===== src/rtl/z3_master.sv =====
// z3_master: Zorro III bus-master engine. It turns single local DMA transfer
// requests into complete Zorro III master cycles. Each cycle runs arbitration,
// the address phase, the data phase, termination and bus release.
//
// Ports:
//   CLK, IORST_n            clock, async active-low reset
//   m_req/m_addr/m_read/    local request: address, direction, size
//   m_siz/m_wdata           (00 long, 01 byte, 10 word) and write data
//   m_ack/m_err             one-cycle completion / error pulses
//   m_rdata, m_busy         read data (held until the next m_ack), engine busy
//   BR_n, BG_n              bus request out, bus grant in (asynchronous)
//   FCS_in_n                bus FCS_n, sampled to detect an idle bus
//   DTACK_n, BERR_n         slave termination inputs (asynchronous)
//   D_in                    bus read data
//   A_out, A_oe             address and its driver enable
//   FCS_n, DS_n, READ_out   cycle strobe, byte-lane data strobes, direction
//   DOE, D_out, D_oe        data output enable, write data, data driver enable
//   MASTER                  card owns the bus (buffer direction steering)
module z3_master #(
  parameter int unsigned TIMEOUT = 255
) (
  input  logic        CLK,
  input  logic        IORST_n,
  input  logic        m_req,
  input  logic [31:0] m_addr,
  input  logic        m_read,
  input  logic [1:0]  m_siz,
  input  logic [31:0] m_wdata,
  output logic        m_ack,
  output logic        m_err,
  output logic [31:0] m_rdata,
  output logic        m_busy,
  output logic        BR_n,
  input  logic        BG_n,
  input  logic        FCS_in_n,
  input  logic        DTACK_n,
  input  logic        BERR_n,
  input  logic [31:0] D_in,
  output logic [31:0] A_out,
  output logic        A_oe,
  output logic        FCS_n,
  output logic [3:0]  DS_n,
  output logic        READ_out,
  output logic        DOE,
  output logic [31:0] D_out,
  output logic        D_oe,
  output logic        MASTER
);

  localparam int unsigned CNT_W = $clog2(TIMEOUT + 1);
  localparam int unsigned SYN_W = 4;

  typedef enum logic [2:0] {
    IDLE = 3'd0,
    ARB  = 3'd1,
    OWN  = 3'd2,
    ADDR = 3'd3,
    DATA = 3'd4,
    TERM = 3'd5,
    REL  = 3'd6
  } state_t;

  state_t             state_q, state_d;
  logic [CNT_W-1:0]   cnt_q, cnt_d;
  logic               rd_q, rd_d;
  logic [1:0]         siz_q, siz_d;
  logic [31:0]        wdata_q, wdata_d;
  logic [SYN_W-1:0]   sync1_q, sync2_q;

  logic               m_ack_d, m_err_d, m_busy_d, br_n_d, a_oe_d, fcs_n_d;
  logic               read_out_d, doe_d, d_oe_d, master_d;
  logic [3:0]         ds_n_d;
  logic [31:0]        m_rdata_d, a_out_d, d_out_d;

  logic               bg_s, fcs_s, dtack_s, berr_s;
  logic               illegal_c;

  // Two-flop synchronizers for the asynchronous bus inputs, idle-high.
  always_ff @(posedge CLK or negedge IORST_n) begin
    if (!IORST_n) begin
      sync1_q <= '1;
      sync2_q <= '1;
    end else begin
      sync1_q <= {BG_n, FCS_in_n, DTACK_n, BERR_n};
      sync2_q <= sync1_q;
    end
  end

  assign {bg_s, fcs_s, dtack_s, berr_s} = sync2_q;

  // Sizes and alignments the bus cannot express in one transfer.
  assign illegal_c = (m_siz == 2'b11) ||
                     ((m_siz == 2'b00) && (m_addr[1:0] != 2'b00)) ||
                     ((m_siz == 2'b10) && m_addr[0]);

  // Byte-lane strobes; lane 3 carries D[31:24], the byte at offset 0.
  function automatic logic [3:0] lane_decode(input logic [1:0] siz,
                                             input logic [1:0] a);
    logic [3:0] ds;
    ds = 4'b1111;
    case (siz)
      2'b00:   ds = 4'b0000;
      2'b10:   ds = a[1] ? 4'b1100 : 4'b0011;
      2'b01:   ds[2'd3 - a] = 1'b0;
      default: ds = 4'b1111;
    endcase
    return ds;
  endfunction

  // Next-state and next-output logic; outputs hold unless a state changes them.
  always_comb begin
    state_d    = state_q;
    cnt_d      = cnt_q;
    rd_d       = rd_q;
    siz_d      = siz_q;
    wdata_d    = wdata_q;
    m_ack_d    = 1'b0;
    m_err_d    = 1'b0;
    m_busy_d   = m_busy;
    m_rdata_d  = m_rdata;
    br_n_d     = BR_n;
    a_out_d    = A_out;
    a_oe_d     = A_oe;
    fcs_n_d    = FCS_n;
    ds_n_d     = DS_n;
    read_out_d = READ_out;
    doe_d      = DOE;
    d_out_d    = D_out;
    d_oe_d     = D_oe;
    master_d   = MASTER;

    case (state_q)
      IDLE: begin
        // Skip the cycle m_err is showing so a still-held request is not
        // rejected twice.
        if (m_req && !m_err) begin
          if (illegal_c) begin
            m_err_d = 1'b1;
          end else begin
            rd_d     = m_read;
            siz_d    = m_siz;
            wdata_d  = m_wdata;
            a_out_d  = m_addr;
            m_busy_d = 1'b1;
            br_n_d   = 1'b0;
            state_d  = ARB;
          end
        end
      end

      ARB: begin
        if (!bg_s && fcs_s && dtack_s) begin
          br_n_d     = 1'b1;
          master_d   = 1'b1;
          a_oe_d     = 1'b1;
          read_out_d = rd_q;
          state_d    = OWN;
        end
      end

      OWN: begin
        fcs_n_d = 1'b0;
        if (!rd_q) begin
          d_oe_d  = 1'b1;
          d_out_d = wdata_q;
        end
        state_d = ADDR;
      end

      ADDR: begin
        doe_d   = 1'b1;
        ds_n_d  = lane_decode(siz_q, A_out[1:0]);
        cnt_d   = '0;
        state_d = DATA;
      end

      DATA: begin
        if (!berr_s) begin
          m_err_d = 1'b1;
        end else if (!dtack_s) begin
          m_ack_d = 1'b1;
          if (rd_q) begin
            m_rdata_d = D_in;
          end
        end else if (cnt_q == CNT_W'(TIMEOUT)) begin
          m_err_d = 1'b1;
        end else begin
          cnt_d = cnt_q + CNT_W'(1);
        end
        if (m_ack_d || m_err_d) begin
          fcs_n_d = 1'b1;
          ds_n_d  = 4'b1111;
          doe_d   = 1'b0;
          d_oe_d  = 1'b0;
          state_d = TERM;
        end
      end

      TERM: begin
        if (dtack_s && berr_s) begin
          state_d = REL;
        end
      end

      REL: begin
        a_oe_d     = 1'b0;
        master_d   = 1'b0;
        m_busy_d   = 1'b0;
        read_out_d = 1'b1;
        state_d    = IDLE;
      end

      default: state_d = IDLE;
    endcase
  end

  // State and registered outputs.
  always_ff @(posedge CLK or negedge IORST_n) begin
    if (!IORST_n) begin
      state_q  <= IDLE;
      cnt_q    <= '0;
      rd_q     <= 1'b1;
      siz_q    <= 2'b00;
      wdata_q  <= '0;
      m_ack    <= 1'b0;
      m_err    <= 1'b0;
      m_busy   <= 1'b0;
      m_rdata  <= '0;
      BR_n     <= 1'b1;
      A_out    <= '0;
      A_oe     <= 1'b0;
      FCS_n    <= 1'b1;
      DS_n     <= 4'b1111;
      READ_out <= 1'b1;
      DOE      <= 1'b0;
      D_out    <= '0;
      D_oe     <= 1'b0;
      MASTER   <= 1'b0;
    end else begin
      state_q  <= state_d;
      cnt_q    <= cnt_d;
      rd_q     <= rd_d;
      siz_q    <= siz_d;
      wdata_q  <= wdata_d;
      m_ack    <= m_ack_d;
      m_err    <= m_err_d;
      m_busy   <= m_busy_d;
      m_rdata  <= m_rdata_d;
      BR_n     <= br_n_d;
      A_out    <= a_out_d;
      A_oe     <= a_oe_d;
      FCS_n    <= fcs_n_d;
      DS_n     <= ds_n_d;
      READ_out <= read_out_d;
      DOE      <= doe_d;
      D_out    <= d_out_d;
      D_oe     <= d_oe_d;
      MASTER   <= master_d;
    end
  end

endmodule


===== config.mk =====
export PLATFORM = sky130hd
export DESIGN_NAME = z3_master
export DESIGN_NICKNAME = d
export VERILOG_FILES = /design/src/rtl/z3_master.sv
export SDC_FILE = /design/constraint.sdc
export NUM_CORES = 1
export LEC_CHECK = 0
export CAP_MARGIN = 20
export CORE_MARGIN = 1.5
export CORE_UTILIZATION = 45
export CTS_CLUSTER_DIAMETER = 200
export DETAILED_ROUTE_END_ITERATION = 10
export HOLD_SLACK_MARGIN = 0.15
export PLACE_DENSITY = 0.79
export SYNTH_ARGS = -nofsm -noshare
export SYNTH_HDL_FRONTEND = slang
export SYNTH_SLANG_ARGS = --single-unit

===== constraint.sdc =====
create_clock -name CLK -period 2.25 [get_ports CLK]
set_input_delay 0.45 -clock CLK [delete_from_list [all_inputs] [get_ports CLK]]
set_output_delay 0.45 -clock CLK [all_outputs]
set_load 0.1 [all_outputs]

==> qor.yml, run 1 <==
timing:
  pins_over_their_slew_limit: 0
  max_slew.worst_pin.slew_ns: 0.5860
  totalNegativeSetupSlack_ns: 0
  layout_min_cycle_time_ns: 1.933
  worst_slew_margin_rel: 0.6058
  timing.clock.skew_ns: 0.01288
  rsz0062_at_grt: "no"
  period_share: 0.8592
  final_setup_fails: 0
  finalHoldViolCount: 0
  fmax_mhz: 517.3
global_route:
  globalRouteTotalUtil: 0.2007
  first_global_vias: 4532
  grt-ovfl-total: 0
  grt_start_max_net_pins: 57
  grt_pass1_wl_um: 22470
  grt_antenna_before_repair: 0
cts:
  cts_max_path_buffers: 2
  clock_tree.htree_level_count: 4
  cts_made_buffers: 17
  clk_root_buffer_cell: "sky130_fd_sc_hd__clkbuf_16"
  post_cts_hold_buffer_count: 1
  post_cts.resized_instances: 0
  tritoncts_clock_tree: "yes"
  clk-insertion-delay-late_ns: 0.42
  sink_count: 163
  cts_setup_buffers: 0
  cts.clk_slew.worst_paths_ns: 0.06
critical_path:
  worst_ep_required_ns: 2.59
  endpoint_kind: "flop"
  rrSetupSlack_ns: 0.32
  worstSetupStartpointType: "flop"
  arrival_ns: 2.27
  crit_path_max_fanout: 6
  timing.setup.critical_path_class: "reg -> reg"
finish:
  post_route_cells_drive_above_1_share: 0.4620
  fill_cells: 1003
  final_net_count: 752
  seqCellArea_um2: 4099
  post-route-util: 0.6631
  insertedDiodeCount: 0
  final_cell_mix: "147 x sky130_fd_sc_hd__dfrtp_1, 131 x sky130_fd_sc_hd__mux2_2, 112 x sky130_fd_sc_hd__buf_4"
  synth_to_final_area_change_pct: 44.79
  multi_input_area_um2: 2079
  layout_commonest_cell: "sky130_fd_sc_hd__dfrtp_1"
yosys:
  share_of_flip_flops_with_an_asynchronous_set_or_reset: 1.000
  synthCells: 420
  synth_area_um2: 6307
  count_of_cell_types_in_the_netlist: 41
  synth_top_flop_cell: "sky130_fd_sc_hd__dfrtp_1"
  postSynthRegisterBits: 163
  synth_warnings: 0
  post_synth.cell_area_avg_um2: 15.02
  syn_nets: 527
  synth.yosys.seq_area_share: 0.6499
  synth_edf_count: 0
routing:
  drc: 0
  drt_wl_total_um: 14030
  sum_of_met2_wire_segment_lengths_after_detailed_routing_um: 7294
  detail_route.wl_per_cell_um: 16.75
  route.detailed.vias_per_inst: 5.051
  wl_met1_um: 5263
  detailroute.via_count: 4233
  detail_route.first_pass.iterations: 4
  met3_length_um: 1176
  drt_iter0_drc: 223
  drt.antenna.violating_nets: 0
  maxUsedRoutingLayer: "met4"
floorplan:
  ios: 216
  fp.dieArea_um2: 14740
  core_area_um2: 13770
  floorplan.initialDensity: 0.4579
  die_w_um: 121.4
  die-height_um: 121.4
  floorplan.rows: 43
place:
  gpl.final_weighted_congestion: 0.8120
  dp.final_hpwl_um: 10250
  port_buffers: 215
hold_path:
  worst_hold_path_type: "reg -> reg"
flow_run:
  timing.max_cap.violations: 0
run_status:
  run_status: "completed"
==> Yosys cell counts (all sizes together) (3+ instances only) <==
| master | n | area (um2) |
|---|---|---|
| nand3 | 6 | 30.03 |
| mux2 | 133 | 1498 |
| nand2b | 6 | 37.54 |
| o211ai | 4 | 30.03 |
| nand2 | 20 | 75.07 |
| inv | 6 | 22.52 |
| o21a | 3 | 22.52 |
| o21ai | 8 | 40.04 |
| nor2 | 8 | 30.03 |
| dfrtp | 147 | 3679 |
| and3 | 3 | 18.77 |
| dfstp | 16 | 420.4 |
| buf | 18 | 113.9 |
| a21oi | 9 | 45.04 |
==> routing by layer <==
layer  global-route usage  vias to the layer above
met5                    0                        -
met3              0.08318                       21
met4              0.08162                        0
met2               0.3376                      152
met1               0.2255                     2124
li1                     -                     1936
==> flip-flops by register name, indices dropped and copies added (netlist names), 2 cells and up <==
| register | count |
|---|---|
| wdata_q | 32 |
| siz_q | 2 |
| sync2_q | 4 |
| m_rdata | 32 |
| state_q | 3 |
| sync1_q | 4 |
| cnt_q | 8 |
| A_out | 32 |
| D_out | 32 |
| DS_n | 4 |
==> worst paths after layout <==
kind / start / to / depth (start not counted)
setup / recovery: cnt_q[0] / cnt_q[4] / 5
hold / removal: sync1_q[2] / sync2_q[2] / 0
setup reg to reg: cnt_q[0] / cnt_q[4] / 5
hold reg to reg: sync1_q[2] / sync2_q[2] / 0
max in group asynchronous: IORST_n / DS_n[1] / 3
min in group asynchronous: IORST_n / A_out[9] / 2
==> cells by family (layout without fill, tap and decap cells) <==
| family | Yosys count | after routing | synth area share |
|---|---|---|---|
| DFF | 163 | 163 | 0.6499 |
| muxes | 135 | 135 | 0.2406 |
| and+or+nand+nor | 61 | 61 | 0.05098 |
| AOI/OAI and AO/OA | 34 | 34 | 0.03372 |
| buffers and inverters | 26 | 264 | 0.02281 |
| adders and majority gates | 1 | 1 | 0.001983 |
==> stage by stage <==
step / cell area (um2) / hold slack, ns / setup slack (ns) / std cells
6_report: 9133 / 0.3556 / 0.3167 / 838
5_1_grt: 9133 / 0.3623 / 0.2225 / 838
4_1_cts: 9133 / 0.3563 / 0.3113 / 838
3_5_place_dp: 8479 / 0.3468 / -0.01298 / 805
3_3_place_gp: 8479 / 0.3468 / 0.05375 / 805
2_1_floorplan: 6307 / 0.1544 / 0.1068 / 420
==> critical path, cell delays in order (launching register included) <==
cell and delay, ns:
sky130_fd_sc_hd__dfrtp_1 0.41, sky130_fd_sc_hd__ha_1 0.26, sky130_fd_sc_hd__and4_1 0.27, sky130_fd_sc_hd__a21o_1 0.24
sky130_fd_sc_hd__or4_1 0.50, sky130_fd_sc_hd__a21oi_1 0.18
==> final cells by class <==
class                   instances  area share
flip-flops and latches        163      0.4488
inverters                       6    0.002466
clock buffers                  20     0.05110
repair buffers                226      0.2259
multi-input cells             231      0.2277
well taps                     180     0.02466
clock inverters                12     0.01932
Power of run 1 is left out: the tool's default activity adds up to more than one toggle a clock period on the data nets, which glitch-free logic cannot reach.
==> inputs of run 2 (changes only) <==
--- a/config.mk
+++ b/config.mk
@@ -10,6 +10,7 @@
 export CORE_UTILIZATION = 45
 export CTS_CLUSTER_DIAMETER = 200
 export DETAILED_ROUTE_END_ITERATION = 10
+export GPL_TIMING_DRIVEN = 0
 export HOLD_SLACK_MARGIN = 0.15
 export PLACE_DENSITY = 0.79
 export SYNTH_ARGS = -nofsm -noshare
==> constraint.sdc (replaced) <==
create_clock -name CLK -period 2.25 [get_ports CLK]
set_input_delay 0.45 -clock CLK [delete_from_list [all_inputs] [get_ports CLK]]
set_output_delay 0.45 -clock CLK [all_outputs]
set_load 0.005 [all_outputs]
==> qor.yml, run 2 (synthesized netlist as in run 1, its figures left out) <==
run_status:
  run_status: "completed"
cts:
  clock_tree.htree_level_count: 4
  cts_max_path_buffers: 2
  clk_root_buffer_cell: "sky130_fd_sc_hd__clkbuf_16"
  clk-insertion-delay-late_ns: 0.41
  tritoncts_clock_tree: "yes"
  cts.clk_slew.worst_paths_ns: 0.06
  cts_made_buffers: 17
  sink_count: 163
critical_path:
  timing.setup.critical_path_class: "in -> reg"
  cp_slowest_cell: "sky130_fd_sc_hd__clkdlybuf4s50_1"
  worstSetupStartpointType: "input port"
  cp_num_buf_inv: 3
  cpPeakStageDelay_ns: 0.46
  arrival_ns: 2.37
  crit_end: "wdata_q[28]"
  worstReg2RegStart: "state_q[0]"
  path_cells: "clkdlybuf4s50_1 -> nand2b_1 -> a21oi_1 -> nand2b_2 -> buf_4 -> buf_6 -> mux2_2"
  rrSetupSlack_ns: 0.27
  endpoint_kind: "flop"
  worst_ep_required_ns: 2.55
  crit_path_start: "m_siz[1]"
  r2r.worst_path.cells: 6
  r2r-end: "D_out[27]"
  crit_path_max_fanout: 10
  kind_of_cell_adding_the_most_delay_to_the_critical_path: "buffers and inverters"
  worstSetupPathDepth: 7
global_route:
  grt_antenna_before_repair: 0
  grt_start_max_net_pins: 80
  grt_pass1_wl_um: 23200
  globalRouteTotalUtil: 0.2072
  first_global_vias: 4623
  grt-ovfl-total: 0
timing:
  finalHoldViolCount: 0
  max_slew.worst_pin.slew_ns: 0.6761
  period_share: 0.9223
  fmax_mhz: 481.9
  hold_slack_ns: 0.3534
  layout_min_cycle_time_ns: 2.075
  timing.clock.skew_ns: 0.007308
  worst_slew_margin_rel: 0.5451
  pins_over_their_slew_limit: 0
  setup_ws_ns: 0.1749
  rsz0062_at_grt: "no"
  final_setup_fails: 0
routing:
  drt_iter0_drc: 205
  drt.antenna.violating_nets: 0
  drt_wl_total_um: 14440
  route.detailed.vias_per_inst: 5.031
  detail_route.wl_per_cell_um: 17.01
  detailroute.via_count: 4271
  detail_route.first_pass.iterations: 4
  drc: 0
finish:
  layout_commonest_cell: "sky130_fd_sc_hd__clkdlybuf4s50_1"
  synth_to_final_area_change_pct: 48.46
  post_route_cells_drive_above_1_share: 0.2945
  final_cell_mix: "214 x sky130_fd_sc_hd__clkdlybuf4s50_1, 147 x sky130_fd_sc_hd__dfrtp_1, 131 x sky130_fd_sc_hd__mux2_2"
  final_net_count: 763
  insertedDiodeCount: 0
  final_area_um2: 9364
power:
  ir_worst_vdd_mv: 0.7582
  power_density_nw_per_um2: 1315
  power_mw: 12.32
  static-leakage-power_nw: 4.035
place:
  detailed_place.area_um2: 8741
  port_buffers: 215
  gpl.final_weighted_congestion: 0.8024
  dp.final_hpwl_um: 10550
  place_ws_ns: -0.4729
floorplan:
  ios: 216
  floorplan.initialDensity: 0.4579
  core_area_um2: 13770
  floorplan.rows: 43
  fp.dieArea_um2: 14740
  die_w_um: 121.4
  die-height_um: 121.4
hold_path:
  hold_path.startpoint: "sync1_q[1]"
  worst_hold_path_type: "reg -> reg"
flow_run:
  timing.max_cap.violations: 0
==> run 2: changes by cell type in the layout (fill, tap and decap cells not counted), sizes merged <==
cell	change
clkdlybuf4s50	+110
inv	-2
clkbuf	+9
clkinv	-4
bufinv	-1
clkinvlp	-1
buf	-100
==> run 2: stage by stage <==
stage	TNS, ns	instances	utilization
after floorplan	0	420	-
after global placement	-887.02	815	0.6305
after detailed placement	-25.72	817	0.6346
after CTS	0	849	0.6797
after global routing	0	849	0.6799
final	0	849	0.6799
==> run 2: timing repair <==
| action | CTS | global route |
|---|---|---|
| gates resized for setup | 0 | 1 |
| buffers inserted | 0 | 0 |
| gates cloned | 0 | 0 |
| endpoints found under the setup margin | 8 | 7 |
| pin swaps | 0 | 0 |
| hold endpoints to repair | 27 | 0 |
| hold buffers | 1 | 0 |
==> run 2: final cells by class <==
class                           instances  area (um2)
Clock inverter                          4       97.59
Inverter                                6       22.52
Multi-Input combinational cell        231        2067
Buffer                                 19       117.6
Timing Repair Buffer                  218        2218
Sequential cell                       163        4099
Clock buffer                           28       516.7
Tap cell                              180       225.2
Fill cell                            1019        4409
==> run 2: worst min-delay path by stage <==
stage	slack (ns)	cells past startpoint	to
global placement	0.35	0	sync2_q[1]
finish	0.35	0	sync2_q[1]
CTS	0.36	0	sync2_q[3]
floorplan	0.15	0	A_out[0]
global route	0.36	0	sync2_q[3]
detailed placement	0.34	1	D_out[7]
==> run 2: per-layer routing <==
layer,track usage,routed length (um),vias up
met4,0.08309,298,0
met1,0.2333,5500,2154
met3,0.08553,1212,25
li1,-,-,1954
met2,0.3489,7427,138
met5,0,0,-
==> run 2: worst register-to-register path, stage by stage, from the launching register on <==
cell and delay (ns):
sky130_fd_sc_hd__dfrtp_1 0.39, sky130_fd_sc_hd__buf_6 0.15, sky130_fd_sc_hd__nor2_1 0.10, sky130_fd_sc_hd__nand2_1 0.10, sky130_fd_sc_hd__nor2_1 0.40, sky130_fd_sc_hd__buf_2 0.35, sky130_fd_sc_hd__mux2_2 0.37
==> run 2: where the power goes <==
part / total [mW] / leakage (nW) / switching, mW / internal, mW
logic: 4.30 / 1.77 / 1.35 / 2.95
registers: 5.04 / 1.97 / 0.736 / 4.31
clock network: 2.97 / 0.295 / 1.07 / 1.90
total: 12.3 / 4.04 / 3.16 / 9.16
(Power assumes the default switching activity.)
